--- config.mk ---
export PLATFORM = sky130hd
export DESIGN_NAME = neuron_act
export DESIGN_NICKNAME = d
export VERILOG_FILES = /design/src/rtl/neuron_act.sv
export SDC_FILE = /design/constraint.sdc
export NUM_CORES = 1
export LEC_CHECK = 0
export ABC_AREA = 1
export CAP_MARGIN = 10
export CORE_UTILIZATION = 30
export CTS_CLUSTER_SIZE = 40
export DETAILED_ROUTE_END_ITERATION = 6
export GPL_TIMING_DRIVEN = 0
export HOLD_SLACK_MARGIN = 0.08
export PLACE_DENSITY = 0.5
export RECOVER_POWER = 50
export REMOVE_ABC_BUFFERS = 1
export SYNTH_ARGS = -nofsm -noshare
export SYNTH_HDL_FRONTEND = slang
export SYNTH_SLANG_ARGS = --single-unit
--- constraint.sdc ---
create_clock -name clk -period 6.2 [get_ports clk]
set_input_delay 1.24 -clock clk [delete_from_list [all_inputs] [get_ports clk]]
set_output_delay 1.24 -clock clk [all_outputs]
set_load 0.01 [all_outputs]
--- src/rtl/neuron_act.sv ---
// neuron_act: bias add with saturation, then identity / ReLU / sigmoid / hard-tanh, 3-stage stallable pipeline.
// Define NEURON_ACT_SIGMOID_EN to build the piecewise-linear sigmoid; otherwise act_sel 10 passes s through.
module neuron_act #(
    parameter int WIDTH = 16,
    parameter int Q     = 8,
    parameter int CNT_W = 8
) (
    input  logic             clk,
    input  logic             reset,
    input  logic [WIDTH-1:0] in_acc,
    input  logic [WIDTH-1:0] in_bias,
    input  logic [1:0]       in_act_sel,
    input  logic             in_valid,
    output logic             in_ready,
    output logic [WIDTH-1:0] out_data,
    output logic             out_valid,
    input  logic             out_ready,
    output logic             sat_flag,
    output logic [CNT_W-1:0] out_count
);

    localparam logic signed [WIDTH-1:0] MAX_V   = {1'b0, {(WIDTH-1){1'b1}}};
    localparam logic signed [WIDTH-1:0] MIN_V   = {1'b1, {(WIDTH-1){1'b0}}};
    localparam logic signed [WIDTH-1:0] ONE     = WIDTH'(1 << Q);
    localparam logic signed [WIDTH-1:0] NEG_ONE = -ONE;

    function automatic logic sum_ovf(input logic signed [WIDTH:0] v);
        return v[WIDTH] != v[WIDTH-1];
    endfunction

    function automatic logic signed [WIDTH-1:0] sat_sum(input logic signed [WIDTH:0] v);
        if (!sum_ovf(v))
            return v[WIDTH-1:0];
        return v[WIDTH] ? MIN_V : MAX_V;
    endfunction

    function automatic logic signed [WIDTH-1:0] hard_tanh(input logic signed [WIDTH-1:0] v);
        if (v > ONE)
            return ONE;
        if (v < NEG_ONE)
            return NEG_ONE;
        return v;
    endfunction

`ifdef NEURON_ACT_SIGMOID_EN
    localparam logic [WIDTH-1:0] SEG1  = WIDTH'(1 << Q);
    localparam logic [WIDTH-1:0] SEG2  = WIDTH'((19 << Q) >> 3);
    localparam logic [WIDTH-1:0] SEG3  = WIDTH'(5 << Q);
    localparam logic [WIDTH-1:0] HALF  = WIDTH'(1 << (Q - 1));
    localparam logic [WIDTH-1:0] OFS1  = WIDTH'(5 << (Q - 3));
    localparam logic [WIDTH-1:0] OFS2  = WIDTH'(27 << (Q - 5));
    localparam logic [WIDTH-1:0] ONE_U = WIDTH'(1 << Q);

    // The most negative value has no positive twin; clamp it to the largest magnitude.
    function automatic logic [WIDTH-1:0] abs_sat(input logic signed [WIDTH-1:0] v);
        if (v == MIN_V)
            return MAX_V;
        return v[WIDTH-1] ? WIDTH'(-v) : v;
    endfunction

    function automatic logic [1:0] seg_of(input logic [WIDTH-1:0] a);
        if (a < SEG1) return 2'd0;
        if (a < SEG2) return 2'd1;
        if (a < SEG3) return 2'd2;
        return 2'd3;
    endfunction

    function automatic logic signed [WIDTH-1:0] sigmoid(input logic [WIDTH-1:0] a,
                                                        input logic [1:0] seg,
                                                        input logic neg);
        logic [WIDTH-1:0] y;
        case (seg)
            2'd0:    y = (a >> 2) + HALF;
            2'd1:    y = (a >> 3) + OFS1;
            2'd2:    y = (a >> 5) + OFS2;
            default: y = ONE_U;
        endcase
        if (neg)
            y = ONE_U - y;
        return $signed(y);
    endfunction
`endif

    logic                    advance;
    logic signed [WIDTH:0]   sum_w;

    logic signed [WIDTH-1:0] s_p0;
    logic [1:0]              sel_p0;
    logic                    vld_p0;

    logic signed [WIDTH-1:0] s_p1;
    logic [1:0]              sel_p1;
    logic                    vld_p1;
`ifdef NEURON_ACT_SIGMOID_EN
    logic [WIDTH-1:0]        ax_p1;
    logic [1:0]              seg_p1;
`endif

    logic signed [WIDTH-1:0] y_p2;
    logic                    vld_p2;
    logic signed [WIDTH-1:0] y_nx;

    assign advance   = !vld_p2 || out_ready;
    assign in_ready  = advance;
    assign out_valid = vld_p2;
    assign out_data  = y_p2;
    assign sum_w     = {in_acc[WIDTH-1], in_acc} + {in_bias[WIDTH-1], in_bias};

    // Stage p0 -> p1 data path (held when stalled)
    always_ff @(posedge clk) begin
        if (advance) begin
            s_p0   <= sat_sum(sum_w);
            sel_p0 <= in_act_sel;
            s_p1   <= s_p0;
            sel_p1 <= sel_p0;
`ifdef NEURON_ACT_SIGMOID_EN
            ax_p1  <= abs_sat(s_p0);
            seg_p1 <= seg_of(abs_sat(s_p0));
`endif
        end
    end

    // Stage p2: activation select
    always_comb begin
        y_nx = s_p1;
        case (sel_p1)
            2'b01:   y_nx = s_p1[WIDTH-1] ? '0 : s_p1;
`ifdef NEURON_ACT_SIGMOID_EN
            2'b10:   y_nx = sigmoid(ax_p1, seg_p1, s_p1[WIDTH-1]);
`endif
            2'b11:   y_nx = hard_tanh(s_p1);
            default: y_nx = s_p1;
        endcase
    end

    always_ff @(posedge clk) begin
        if (reset) begin
            vld_p0    <= 1'b0;
            vld_p1    <= 1'b0;
            vld_p2    <= 1'b0;
            y_p2      <= '0;
            sat_flag  <= 1'b0;
            out_count <= '0;
        end else begin
            if (advance) begin
                vld_p0 <= in_valid;
                vld_p1 <= vld_p0;
                vld_p2 <= vld_p1;
                if (vld_p1)
                    y_p2 <= y_nx;
                if (in_valid && sum_ovf(sum_w))
                    sat_flag <= 1'b1;
            end
            if (vld_p2 && out_ready)
                out_count <= out_count + 1'b1;
        end
    end

endmodule

# [Word level (Yosys, flattened, before mapping)]
# Index checks and enable logic that the tools add are counted.
[word_totals] out_inout_bits=27 in_bits=38 reg_bits=64 wordCells=39
[op_classes] magnitude_cmp=2 n_addsub=2 eq_ne=3 n_mux=16 n_reduce_logical=6
[ops] operator="$mux W16" count=7
[ops] operator="$pmux W16 S2" count=1
[ops] operator="$add A16 B16 Y17" count=1
[ops] operator="$gt A16 B10 Y1 const B" count=1
[ops] operator="$lt A16 B9 Y1 const B" count=1
[ops] operator="$mux W15" count=1
[ops] operator="$add A8 B1 Y8 const B" count=1
[ops] operator="$mux W1" count=7
[ops] operator="$reduce_and A2 Y1" count=2
[ops] operator="$eq A2 B1 Y1 const B" count=1
[ops] operator="$eq A2 B2 Y1 const B" count=1
[ops] operator="$logic_and A1 B1 Y1" count=2
[ops] operator="$logic_not A1 Y1" count=1
[ops] operator="$logic_or A1 B1 Y1" count=1
[ops] operator="$ne A1 B1 Y1" count=1

# [Depth between registers and ports, before layout]
[depth] depth_word=8 mapped_depth=16 mapped_depth_nobuf=16

# [Worst setup path after synthesis]
# OpenSTA, ideal clock, no wires.
[synth_path] kind="input to output" startpoint="in out_ready" endpoint="out in_ready" cell_stages=2 required_ps=4960 setup_slack_ps=2856 t_arrival_ps=2104 n_path_buf=0 path_cell_list="nor2_1 > inv_1"
[synth_via] elab_chain_cells=1
[synth_lines] element="start, declared" line="17" rtl="input logic out_ready,"
[synth_lines] element="$logic_or A1 B1 Y1" line="103" rtl="assign advance = !vld_p2 || out_ready;"
[synth_lines] element="end, declared" line="14" rtl="output logic in_ready,"
# Every way passes these cells.

# [Worst setup path in the final report]
# Ends and elaborated chain as after synthesis.

==> impl_metrics.yaml <==
timing:
  fin_setup_tns_ns: 0
  max_freq_mhz: 226
  hold_viol: 0
  drv_slew: 0
  rsz0062_at_grt: "no"
  post-route-period-util_pct: 71.4
  max_slew.worst_pin.slew_ns: 0.917
  fin_crit_ns: 4.43
  skew_ns: 0.00818
  finalSetupViolCount: 0
  slew_headroom_pct: 38.6
clocking:
  clock_path_buffers: 2
  cts_tree: "done"
  clk_pin_slew_ns: 0.06
  worstSkewPairLatency_ns: 0.33
  cts_resized: 0
  post-cts-setup-buffers: 0
  cts_root_buf: "clkbuf_8"
  hold_buffers: 0
  cts.sinks: 64
  htree_levels: 3
  cts_buffers: 9
grt:
  antenna_found_initial: 0
  grt_pass1_vias: 2644
  overflow: 0
  grt_max_degree: 24
  grt_pass1_wl_mm: 11.7
  grtUsageTotal_pct: 12.7
floorplan:
  ioPinCount: 65
  die_h_um: 108
  dieArea_mm2: 0.0116
  die_w_um: 108
  core_area_mm2: 0.0109
  placementRows: 38
  initial_core_util_pct: 30.8
yosys:
  async_flop_share_pct: 0
  synth-compound-area-share_pct: 10.4
  syn_area_mm2: 0.00336
  synthAdderAreaFrac_pct: 7.31
  synth-seq-cells: 64
  ys_warn_count: 0
  post_synth.cell_area_avg_um2: 8.35
  synthMuxAreaShare_pct: 0
  synthCells: 402
  synth-edff-count: 36
  ys_types: 32
  synth-main-ff-cell: "edfxtp_1"
  synth_top_family_by_area: "simple AND/OR/NAND/NOR gates"
  synthXorXnorAreaFrac_pct: 3.13
  ys_seq_area_share_pct: 48.9
  yosys.area_share.simple_pct: 24.0
critical_path:
  path_depth: 4
  cp_cell_sequence: "dlygate4sd3_1 > nor2_1 > inv_1 > clkdlybuf4s50_1"
  timing.rr.start: "out_valid"
  criticalPathCategory: "input pin to output port"
  cpMaxStageDelayCell: "clkdlybuf4s50_1"
  crit_fanout: 21
  worst-r2r-setup-slack_ns: 4.07
  reg2regPathDepth: 7
  worst_setup_path_end_kind: "output port"
  critPathRequiredTime_ns: 4.96
  crit_start: "out_ready"
  cp_top_family: "buffers and inverters"
  critical_path_arrival_ns: 3.19
  reg2reg_to: "out_data[12]"
  crit_buf_inv: 3
  max_stage_delay_ns: 0.68
  start_kind: "input pin"
  timing.critical_path.to: "in_ready"
routing:
  wl_per_cell_um: 10.9
  wirelength_mm: 6.74
  vias_per_cell: 4.47
  drt-initial-drc-count: 113
  first_pass_iters: 4
  drc: 0
  ant_nets: 0
  dr_total_vias: 2755
finish:
  final_core_util_pct: 40.5
  syn2layout_area_growth_pct: 31.3
  final_cells: 617
  fill_cells: 1147
  final_common_cell: "nand2_1"
  insertedDiodeCount: 0
  final_area_mm2: 0.00441
  drive_gt1_share_pct: 5.87
  nets: 529
  final_cell_mix: "106 x nand2_1, 47 x inv_1, 40 x clkdlybuf4s50_1, 39 x a21oi_1, 36 x edfxtp_1"
place:
  io_buffers: 64
  gp_congestion: 0.857
  placed_cell_area_mm2: 0.00417
  dp_cells: 601
  post-dp-hpwl_mm: 5.33
run_status:
  outcome: "finished clean"
pwr:
  peakVddDrop_v: 0.000142
  leakage_nw: 1.95
  power.density_mw_per_mm2: 274
min_path:
  hold_depth: 0
  hold_path_class: "flop to flop"
run:
  cap_violations: 0
sequential cells by signal, summed over array words and instances, names as in the netlist:
register,flops
sel_p1,2
sat_flag,1
s_p1,16
vld_p1,1
s_p0,16
sel_p0,2
out_count,8
out_data,16
vld_p0,1
out_valid,1
synthesized netlist by cell type (3+ instances only):
cell	n	area share, %
nor2_1	30	3.4
nand3_1	23	3.4
nor3_1	5	0.75
xor2_1	7	1.8
edfxtp_1	36	32
a21oi_1	39	5.8
xnor2_1	5	1.3
and3_1	3	0.56
inv_1	47	5.3
nand2_2	4	0.75
o21ai_0	18	2.7
dfxtp_1	28	17
nand2_1	106	12
clkbuf_1	5	0.56
ha_1	18	6.7
nand4_1	4	0.75
how the worst min path moves through the flow:
stage / from / endpoint / slack, ns
after floorplan: s_p0[0] / s_p1[0] / 0.40
after global placement: s_p0[0] / s_p1[0] / 0.41
after detailed placement: s_p0[6] / s_p1[6] / 0.40
after CTS: s_p0[8] / s_p1[8] / 0.42
after global routing: s_p0[15] / s_p1[15] / 0.43
final: s_p0[8] / s_p1[8] / 0.42
where the power goes:
part	internal [mW]	total [mW]	leakage, nW	switching, mW
clock	0.263	0.413	0.114	0.149
combinational	0.0948	0.226	1.23	0.131
sequential	0.538	0.570	0.606	0.0318
worst reg2reg max path: stages (launching register included):
cell and delay (ns):
dfxtp_1 0.32, inv_1 0.05, nor2_1 0.07, nor2_1 0.58, inv_1 0.53, a21oi_1 0.24
o21ai_0 0.13, a21oi_1 0.13
cell families after synthesis:
family,after synthesis
compound gates,66
buf+inv,54
flops,64
xor+xnor,12
fa+ha+maj,19
simple gates,187
layer usage:
metal  global-route usage, %  up-vias  share of wire, %
met3                    3.15       11               4.5
met4                    4.40        0               1.3
met5                       0        -                 0
li1                        -     1475                 -
met1                    15.5     1202                47
met2                    21.8       67                47
through the flow:
step | setup WS [ns] | total power, mW | hold slack [ns]
global route | 1.67 | 1.29 | 0.425
floorplan | 2.86 | 0.720 | 0.400
detailed placement | 1.82 | 0.810 | 0.405
CTS | 1.81 | 1.23 | 0.419
finish | 1.77 | 1.21 | 0.419
global placement | 1.36 | 0.804 | 0.406
final cells by class:
type / count / area [µm²] / share of cell area [%]
flip-flops and latches: 64 / 1640 / 37.3
multi-input cells: 284 / 1510 / 34.2
repair buffers: 65 / 668 / 15.2
inverters: 48 / 180 / 4.09
well taps: 140 / 175 / 3.98
clock buffers: 9 / 124 / 2.81
clock inverters: 7 / 110 / 2.50
Power figures use the tool's default switching activity.
